## src/rtl/demux_pkg.sv

```systemverilog
// rtl/demux_pkg.sv - shared constants, state encoding and select helpers for the demux sequencer
package demux_pkg;

    localparam int N_CH  = 8;
    localparam int SEL_W = 3;

    typedef enum logic {
        IDLE = 1'b0,
        RUN  = 1'b1
    } state_t;

    function automatic logic [SEL_W-1:0] sel_first(input bit msb_first);
        return msb_first ? SEL_W'(N_CH - 1) : '0;
    endfunction

    function automatic logic [SEL_W-1:0] sel_last(input bit msb_first);
        return msb_first ? '0 : SEL_W'(N_CH - 1);
    endfunction

endpackage

```

## src/rtl/demux_dwell_cnt.sv

```systemverilog
// rtl/demux_dwell_cnt.sv - 4-bit dwell counter with clear and terminal count at DWELL-1
module demux_dwell_cnt #(
    parameter int unsigned DWELL = 1
) (
    input  logic clk,
    input  logic rst,
    input  logic i_clr,
    input  logic i_inc,
    output logic o_tc
);

    logic [3:0] r_cnt;

    always_ff @(posedge clk) begin
        if (rst || i_clr) begin
            r_cnt <= '0;
        end else if (i_inc) begin
            r_cnt <= r_cnt + 4'd1;
        end
    end

    assign o_tc = (r_cnt == 4'(DWELL - 1));

endmodule

```

## src/rtl/demux_bit_sequencer.sv

```systemverilog
// rtl/demux_bit_sequencer.sv - serialises an 8-bit word onto demux D/S; DEMUX_SEQ_B2B_EN enables back-to-back words
module demux_bit_sequencer
    import demux_pkg::*;
#(
    parameter int unsigned DWELL     = 1,
    parameter bit          MSB_FIRST = 1'b0
) (
    input  logic             clk,
    input  logic             rst,
    input  logic             in_valid,
    input  logic [N_CH-1:0]  in_data,
    output logic             in_ready,
    output logic             D,
    output logic [SEL_W-1:0] S,
    output logic             en,
    output logic             busy,
    output logic             done
);

    localparam logic [SEL_W-1:0] SEL_FIRST = sel_first(MSB_FIRST);
    localparam logic [SEL_W-1:0] SEL_LAST  = sel_last(MSB_FIRST);

    state_t            r_state;
    state_t            w_next_state;
    logic [N_CH-1:0]   r_word;
    logic [SEL_W-1:0]  r_sel;
    logic [SEL_W-1:0]  w_sel_next;
    logic              r_d;
    logic              r_en;
    logic              r_busy;
    logic              r_done;
    logic              w_tc;
    logic              w_last_step;
    logic              w_accept;
    logic              w_cnt_clr;
    logic              w_cnt_inc;

    assign w_cnt_clr = (r_state == IDLE) || w_tc || w_accept;
    assign w_cnt_inc = (r_state == RUN);

    demux_dwell_cnt #(.DWELL(DWELL)) u_dwell (
        .clk   (clk),
        .rst   (rst),
        .i_clr (w_cnt_clr),
        .i_inc (w_cnt_inc),
        .o_tc  (w_tc)
    );

    assign w_last_step = (r_state == RUN) && w_tc && (r_sel == SEL_LAST);

`ifdef DEMUX_SEQ_B2B_EN
    assign in_ready = !rst && ((r_state == IDLE) || w_last_step);
`else
    assign in_ready = !rst && (r_state == IDLE);
`endif

    assign w_accept   = in_valid && in_ready;
    assign w_sel_next = MSB_FIRST ? (r_sel - SEL_W'(1)) : (r_sel + SEL_W'(1));

    always_comb begin
        w_next_state = r_state;
        case (r_state)
            IDLE: if (w_accept) w_next_state = RUN;
            RUN:  if (w_last_step && !w_accept) w_next_state = IDLE;
        endcase
    end

    always_ff @(posedge clk) begin
        if (rst) begin
            r_state <= IDLE;
        end else begin
            r_state <= w_next_state;
        end
    end

    // An accept in the final step (back-to-back) takes priority so en never drops.
    always_ff @(posedge clk) begin
        if (rst) begin
            r_word <= '0;
            r_sel  <= SEL_FIRST;
            r_d    <= 1'b0;
            r_en   <= 1'b0;
            r_busy <= 1'b0;
            r_done <= 1'b0;
        end else begin
            r_done <= w_last_step;
            if (w_accept) begin
                r_word <= in_data;
                r_sel  <= SEL_FIRST;
                r_d    <= in_data[SEL_FIRST];
                r_en   <= 1'b1;
                r_busy <= 1'b1;
            end else if (w_last_step) begin
                r_en   <= 1'b0;
                r_busy <= 1'b0;
            end else if ((r_state == RUN) && w_tc) begin
                r_sel <= w_sel_next;
                r_d   <= r_word[w_sel_next];
            end
        end
    end

    assign D    = r_d;
    assign S    = r_sel;
    assign en   = r_en;
    assign busy = r_busy;
    assign done = r_done;

endmodule

```

## config.mk

```make
export PLATFORM = sky130hd
export DESIGN_NAME = demux_bit_sequencer
export DESIGN_NICKNAME = d
export VERILOG_FILES = /design/src/rtl/demux_pkg.sv /design/src/rtl/demux_dwell_cnt.sv /design/src/rtl/demux_bit_sequencer.sv
export SDC_FILE = /design/constraint.sdc
export NUM_CORES = 1
export LEC_CHECK = 0
export CAP_MARGIN = 20
export CELL_PAD_IN_SITES_DETAIL_PLACEMENT = 0
export CELL_PAD_IN_SITES_GLOBAL_PLACEMENT = 1
export CORE_ASPECT_RATIO = 0.6
export CORE_MARGIN = 5
export CORE_UTILIZATION = 39
export CTS_BUF_LIST = sky130_fd_sc_hd__clkbuf_8
export CTS_CLUSTER_DIAMETER = 120
export DETAILED_ROUTE_END_ITERATION = 12
export GPL_TIMING_DRIVEN = 0
export PLACE_DENSITY_LB_ADDON = 0.1
export REMOVE_ABC_BUFFERS = 1
export SYNTH_ARGS = -nofsm -noshare
export SYNTH_HDL_FRONTEND = slang
export SYNTH_HIERARCHICAL = 1
export SYNTH_SLANG_ARGS = --single-unit
```

## constraint.sdc

```tcl
create_clock -name clk -period 1.9 [get_ports clk]
set_input_delay 0.38 -clock clk [delete_from_list [all_inputs] [get_ports clk]]
set_output_delay 0.38 -clock clk [all_outputs]
set_load 0.02 [all_outputs]
```

==> results.toml, run 1 <==
[outcome]
status = "completed"

[power_and_ir_drop]
p_per_area_nw_per_um2 = 720
total_power_mw = 0.829
ir_drop_mv = 0.349
total_leakage_power_nw = 0.462

[grt]
grt_max_degree = 25
grt_pass1_vias = 682
grt_pass1_wl_mm = 3.35
antenna_found_initial = 0
grtUsageTotal_pct = 13.6
grt_overflow = 0

[placement]
dp_slack_ns = -0.580
io_buffers = 18
gp_congestion = 0.702
placed_area_um2 = 1100
numPlacedInstances = 134
post-dp-hpwl_mm = 1.34

[clock_network]
worstSkewPairLatency_ns = 0.25
cts-htree-levels = 1
path_clk_slew_ns = 0.07
cts_root_buf = "clkbuf_8"
clockBufferDepth = 2
numCtsBuffers = 3
tritoncts = "built"
cts.sinks = 19
postCtsHoldBufs = 0

[die]
die_x_um = 72.3
num_io_pins = 19
coreArea_um2 = 2200
rows = 13
initial_core_util_pct = 41.3
die_h_um = 47.4
die-area_um2 = 3420

[synth]
yosys.area.top_type = "dfxtp_1"
synth.area.top_cells = "dfxtp_1 42%, mux4_1 5.8%, ha_1 5.5%"
synth_edf_count = 0
avgSynthCellArea_um2 = 9.97
netlist_instances = 91
ys_types = 34
synth.ff_latch_count = 19
synth.top_cell.area_share_pct = 41.9
syn_area_um2 = 907
ys_seq_area_share_pct = 41.9
synthArstFlopShare_pct = 0
synth_ff_type = "dfxtp_1"
yosys_warnings = 6

[final_layout]
layout.nets = 124
final_cell_mix = "18 x dfxtp_1, 16 x clkdlybuf4s50_1, 8 x nand2b_1"
layout_commonest_cell = "dfxtp_1"
drive_above_1_share_pct = 10.2
area_growth_pct = 26.9
finalNonFillerCells = 138
final_util_pct = 52.4
n_antenna_cell = 0
finalInstanceArea_um2 = 1150
n_fill_cell = 216

[worst_setup_path]
slowest_delay_ns = 0.54
crit_path_end_kind = "flop"
critPathSlowestCell = "or4b_1"
crit_type = "reg -> reg"
cp_common_cell = "ha_1"
rrSetupSlack_ns = 0.09
cp_cell_sequence = "ha_1 > ha_1 > nand3b_2 > or4b_1 > o211ai_2"
rr_startpoint = "S[0]"
cp-start-kind = "flop"
cp_data_arrival_time_ns = 1.99
crit_fanout = 6
cp.required_ns = 2.08
reg2reg_to = "D"
rr_worst_depth = 5

[sta]
period_share_pct = 95.3
fin_worst_skew_ns = 0.00172
worst-slew-pin-transition_ns = 0.659
timing.setup.tns_ns = 0
whs_ns = 0.453
relSlewSlack_pct = 56.0
grt_setup_unrepaired = "no"
fin_ws_ns = 0.0884
setup_violations = 0
max_freq_mhz = 552
hold_viol = 0
final_max_slew_viol_count = 0
post-route-min-period_ns = 1.81

[route]
drt-wirelength-per-cell_um = 13.9
drtAntennaViolNets = 0
drc = 0
firstDrtPassIters = 4
vias = 692
drt-initial-drc-count = 41
drt-vias-per-instance = 5.01
wl_mm = 1.92

[worst_hold_path]
hp-start = "r_word[0]"
hold_end = "r_word[0]"
hold_depth = 1
min_path_type = "reg -> reg"

[flow_run]
maxCapViolations = 0
-- sequential cells by signal, summed over array words and instances (netlist names) --
| signal | count |
|---|---|
| done | 1 |
| u_dwell/r_cnt | 4 |
| D | 1 |
| r_state | 1 |
| S | 3 |
| busy | 1 |
| r_word | 8 |
-- cell families after synthesis --
family	count (synthesis)	share of synthesized area, %
xor+xnor	2	1.93
simple gates	39	26.3
buf+inv	7	4.00
mux	6	10.3
fa+ha+maj	4	5.52
compound gates	14	9.93
flops	19	41.9
-- critical path, delay by kind of cell, from the launching register on --
family / cells / cell delay, ns
compound gates: 1 / 0.09
flops: 1 / 0.37
simple gates: 2 / 0.84
fa+ha+maj: 2 / 0.44
-- metal layers --
metal  part of all wire, %  track usage, %  wire (um)
met5                     0               0          0
met4                   1.3            6.74         25
met3                   7.7            5.56        147
met2                    38            19.3        733
met1                    53            17.8       1010
-- where the power goes --
part / internal [mW] / switching, mW / leakage [nW]
clock network: 0.144 / 0.131 / 0.0269
logic: 0.0655 / 0.0515 / 0.279
registers: 0.418 / 0.0198 / 0.156
-- final cells by class --
class	count	area, um2	share of cell area (%)
Clock buffer	3	41.3	3.59
Timing Repair Buffer	18	178	15.4
Tap cell	30	37.5	3.26
Multi-Input combinational cell	65	502	43.6
Inverter	2	7.51	0.652
Clock inverter	1	3.75	0.326
Sequential cell	19	382	33.2
-- synthesized netlist by cell type (2+ instances only) --
library cell	instances
nand2_1	7
a21oi_1	2
buf_4	2
dfxtp_1	19
mux4_1	2
nand2b_1	8
buf_2	2
inv_1	2
nor2_1	7
ha_1	4
o21ai_1	7
mux2i_1	3
nor3b_1	2
nor3_1	4
-- repair_timing --
action,in CTS,in global routing
resized for setup,7,2
endpoints found under the setup margin,13,2
setup buffers,0,0
-- worst max-delay path by stage --
stage / from / endpoint / cells past startpoint
2_1_floorplan: S[0] / D / 5
3_3_place_gp: rst / in_ready / 3
3_5_place_dp: rst / in_ready / 3
4_1_cts: r_state / in_ready / 2
5_1_grt: S[0] / D / 5
6_report: S[0] / D / 5
(Power assumes the default switching activity.)
==> run 2: changes to the inputs <==
--- a/config.mk
+++ b/config.mk
@@ -12,7 +12,6 @@
 export CORE_MARGIN = 5
 export CORE_UTILIZATION = 39
 export CTS_BUF_LIST = sky130_fd_sc_hd__clkbuf_8
-export CTS_CLUSTER_DIAMETER = 120
 export DETAILED_ROUTE_END_ITERATION = 12
 export GPL_TIMING_DRIVEN = 0
 export PLACE_DENSITY_LB_ADDON = 0.1
==> results of run 2 <==
The final DEF is identical to that of run 1; final timing and power are the same.
==> run 3: changes to the inputs <==
--- a/config.mk
+++ b/config.mk
@@ -9,9 +9,7 @@
 export CELL_PAD_IN_SITES_DETAIL_PLACEMENT = 0
 export CELL_PAD_IN_SITES_GLOBAL_PLACEMENT = 1
 export CORE_ASPECT_RATIO = 0.6
-export CORE_MARGIN = 5
-export CORE_UTILIZATION = 39
-export CTS_BUF_LIST = sky130_fd_sc_hd__clkbuf_8
+export CORE_UTILIZATION = 37
 export DETAILED_ROUTE_END_ITERATION = 12
 export GPL_TIMING_DRIVEN = 0
 export PLACE_DENSITY_LB_ADDON = 0.1
==> run 3 against run 2 <==
Setup slack better by 0.0054 ns. Combinational power barely moved. Critical path depth fell by 3. First-iteration DRC count rose by 2.4%. Cell count did not move. Die area down 22%. Utilization shrank 1.5 points. Register-to-register slack better by 0.05 ns. Clock power grew 6%. Sequential power about the same. Count of clock-buffer cells in the layout stayed put.
==> results.toml, run 3 (same netlist as run 1, synthesis figures left out) <==
[power_and_ir_drop]
power.share.combinational_pct = 13.8
p_per_area_nw_per_um2 = 738
switching_share_pct = 25.3
p_switching_mw = 0.214
internal_power_mw = 0.630
p_clk_share_pct = 34.3
ir_drop_mv = 0.313
total_leakage_power_nw = 0.444
p_seq_share_pct = 51.9

[worst_setup_path]
crit_fanout = 15
cp-start-kind = "flop"
slowest_delay_ns = 0.61
cp_data_arrival_time_ns = 1.43
critPathSlowestCell = "clkdlybuf4s50_1"
crit_type = "reg -> out"
cp_cell_sequence = "nor2_1 > clkdlybuf4s50_1"
rr_worst_depth = 5
crit_path_end_kind = "output port"
cp.required_ns = 1.52

[sta]
timing.setup.tns_ns = 0
worst-slew-pin-transition_ns = 0.685
setup_violations = 0
post-route-min-period_ns = 1.81
grt_setup_unrepaired = "no"
fin_worst_skew_ns = 0.00233
hold_viol = 0
whs_ns = 0.455
max_freq_mhz = 554
final_max_slew_viol_count = 0
fin_ws_ns = 0.0938
relSlewSlack_pct = 54.3
period_share_pct = 95.1

[final_layout]
layout.nets = 124
layout_commonest_cell = "dfxtp_1"
largest_register = "r_word"
largest_reg_flops = 8
n_antenna_cell = 0
area_growth_pct = 26.1
finalInstanceArea_um2 = 1140
n_fill_cell = 222
final_cell_mix = "18 x dfxtp_1, 17 x clkdlybuf4s50_1, 8 x nand2b_1"
drive_above_1_share_pct = 11.1

[clock_network]
numCtsBuffers = 3
cts_root_buf = "clkbuf_8"
path_clk_slew_ns = 0.07
clockBufferDepth = 2
cts-htree-levels = 1
worstSkewPairLatency_ns = 0.26
cts.sinks = 19
tritoncts = "built"
cts_setup_buffers = 0

[grt]
grt_overflow = 0
grt_max_degree = 25
antenna_found_initial = 0
grt_pass1_wl_mm = 2.72
grtUsageTotal_pct = 15.3
grt_pass1_vias = 567

[route]
drt-initial-drc-count = 42
vias = 679
drc = 0
firstDrtPassIters = 4
drt-wirelength-per-cell_um = 12.5
drtAntennaViolNets = 0
wl_mm = 1.73
drt-vias-per-instance = 4.92

[die]
die_x_um = 65.9
die-area_um2 = 2660
coreArea_um2 = 2240
die_h_um = 40.4
num_io_pins = 19
rows = 13
initial_core_util_pct = 40.4

[placement]
dp_slack_ns = -0.565
gp_congestion = 0.693
post-dp-hpwl_mm = 1.21
io_buffers = 18
placed_area_um2 = 1100

[outcome]
status = "completed"

[worst_hold_path]
hold_depth = 1
min_path_type = "reg -> reg"

[flow_run]
maxCapViolations = 0
run 3: cell types whose count changed in the layout (fill, tap and decap cells not counted):
cell | before | now
inv_1 | 3 | 2
nor3b_2 | 0 | 1
nor3b_4 | 2 | 1
clkdlybuf4s50_1 | 16 | 17
clkinv_2 | 0 | 1
dlymetal6s2s_1 | 1 | 0
run 3: routing by layer:
| metal | vias to the layer above | track usage (%) | part of all wire, % |
|---|---|---|---|
| li1 | 358 | - | - |
| met1 | 301 | 20.4 | 57 |
| met2 | 16 | 20.2 | 34 |
| met3 | 4 | 6.53 | 6.1 |
| met4 | 0 | 9.78 | 2.4 |
| met5 | - | 0 | 0 |
run 3: power by group through the flow:
stage / Clock, mW / Combinational (mW) / Sequential (mW)
4_1_cts: 0.299 / 0.118 / 0.438
3_5_place_dp: 0 / 0.118 / 0.446
2_1_floorplan: 0 / 0.0538 / 0.451
5_1_grt: 0.318 / 0.129 / 0.441
6_report: 0.290 / 0.117 / 0.438
3_3_place_gp: 0 / 0.117 / 0.446
run 3: area by class of cell:
| type | instances | area, um2 | share of cell area (%) |
|---|---|---|---|
| clock buffer | 3 | 41.3 | 3.61 |
| inverter | 2 | 7.51 | 0.656 |
| clock inverter | 1 | 5.00 | 0.438 |
| multi-input combinational | 65 | 495 | 43.3 |
| sequential | 19 | 382 | 33.4 |
| timing repair buffer | 18 | 175 | 15.3 |
| tap | 30 | 37.5 | 3.28 |
run 3: critical path: cells and delay by family, from the launching register on:
kind	cells	cell delay, ns
buffers and inverters	1	0.61
flip-flops	1	0.42
AND/OR/NAND/NOR	1	0.13
run 3: repair_timing:
action	4_1_cts	5_1_grt
gates resized for setup	6	1
hold buffers	0	0
pin swaps	0	0
cloned	0	0
hold endpoints to repair	0	0
endpoints found under the setup margin	13	1
run 3: final timing paths:
path                                start   endpoint  slack, ns
worst max register to register       S[0]          D       0.14
worst max-delay path              r_state   in_ready       0.09
worst min-delay path            r_word[0]  r_word[0]       0.45
worst min register to register  r_word[0]  r_word[0]       0.45
run 3: per-stage QoR:
step | utilization (%) | std cells | total power, mW
floorplan | - | 86 | 0.505
global route | 50.9 | 138 | 0.887
CTS | 50.7 | 138 | 0.854
finish | 50.9 | 138 | 0.844
detailed placement | 48.8 | 134 | 0.565
global placement | 48.8 | 134 | 0.562
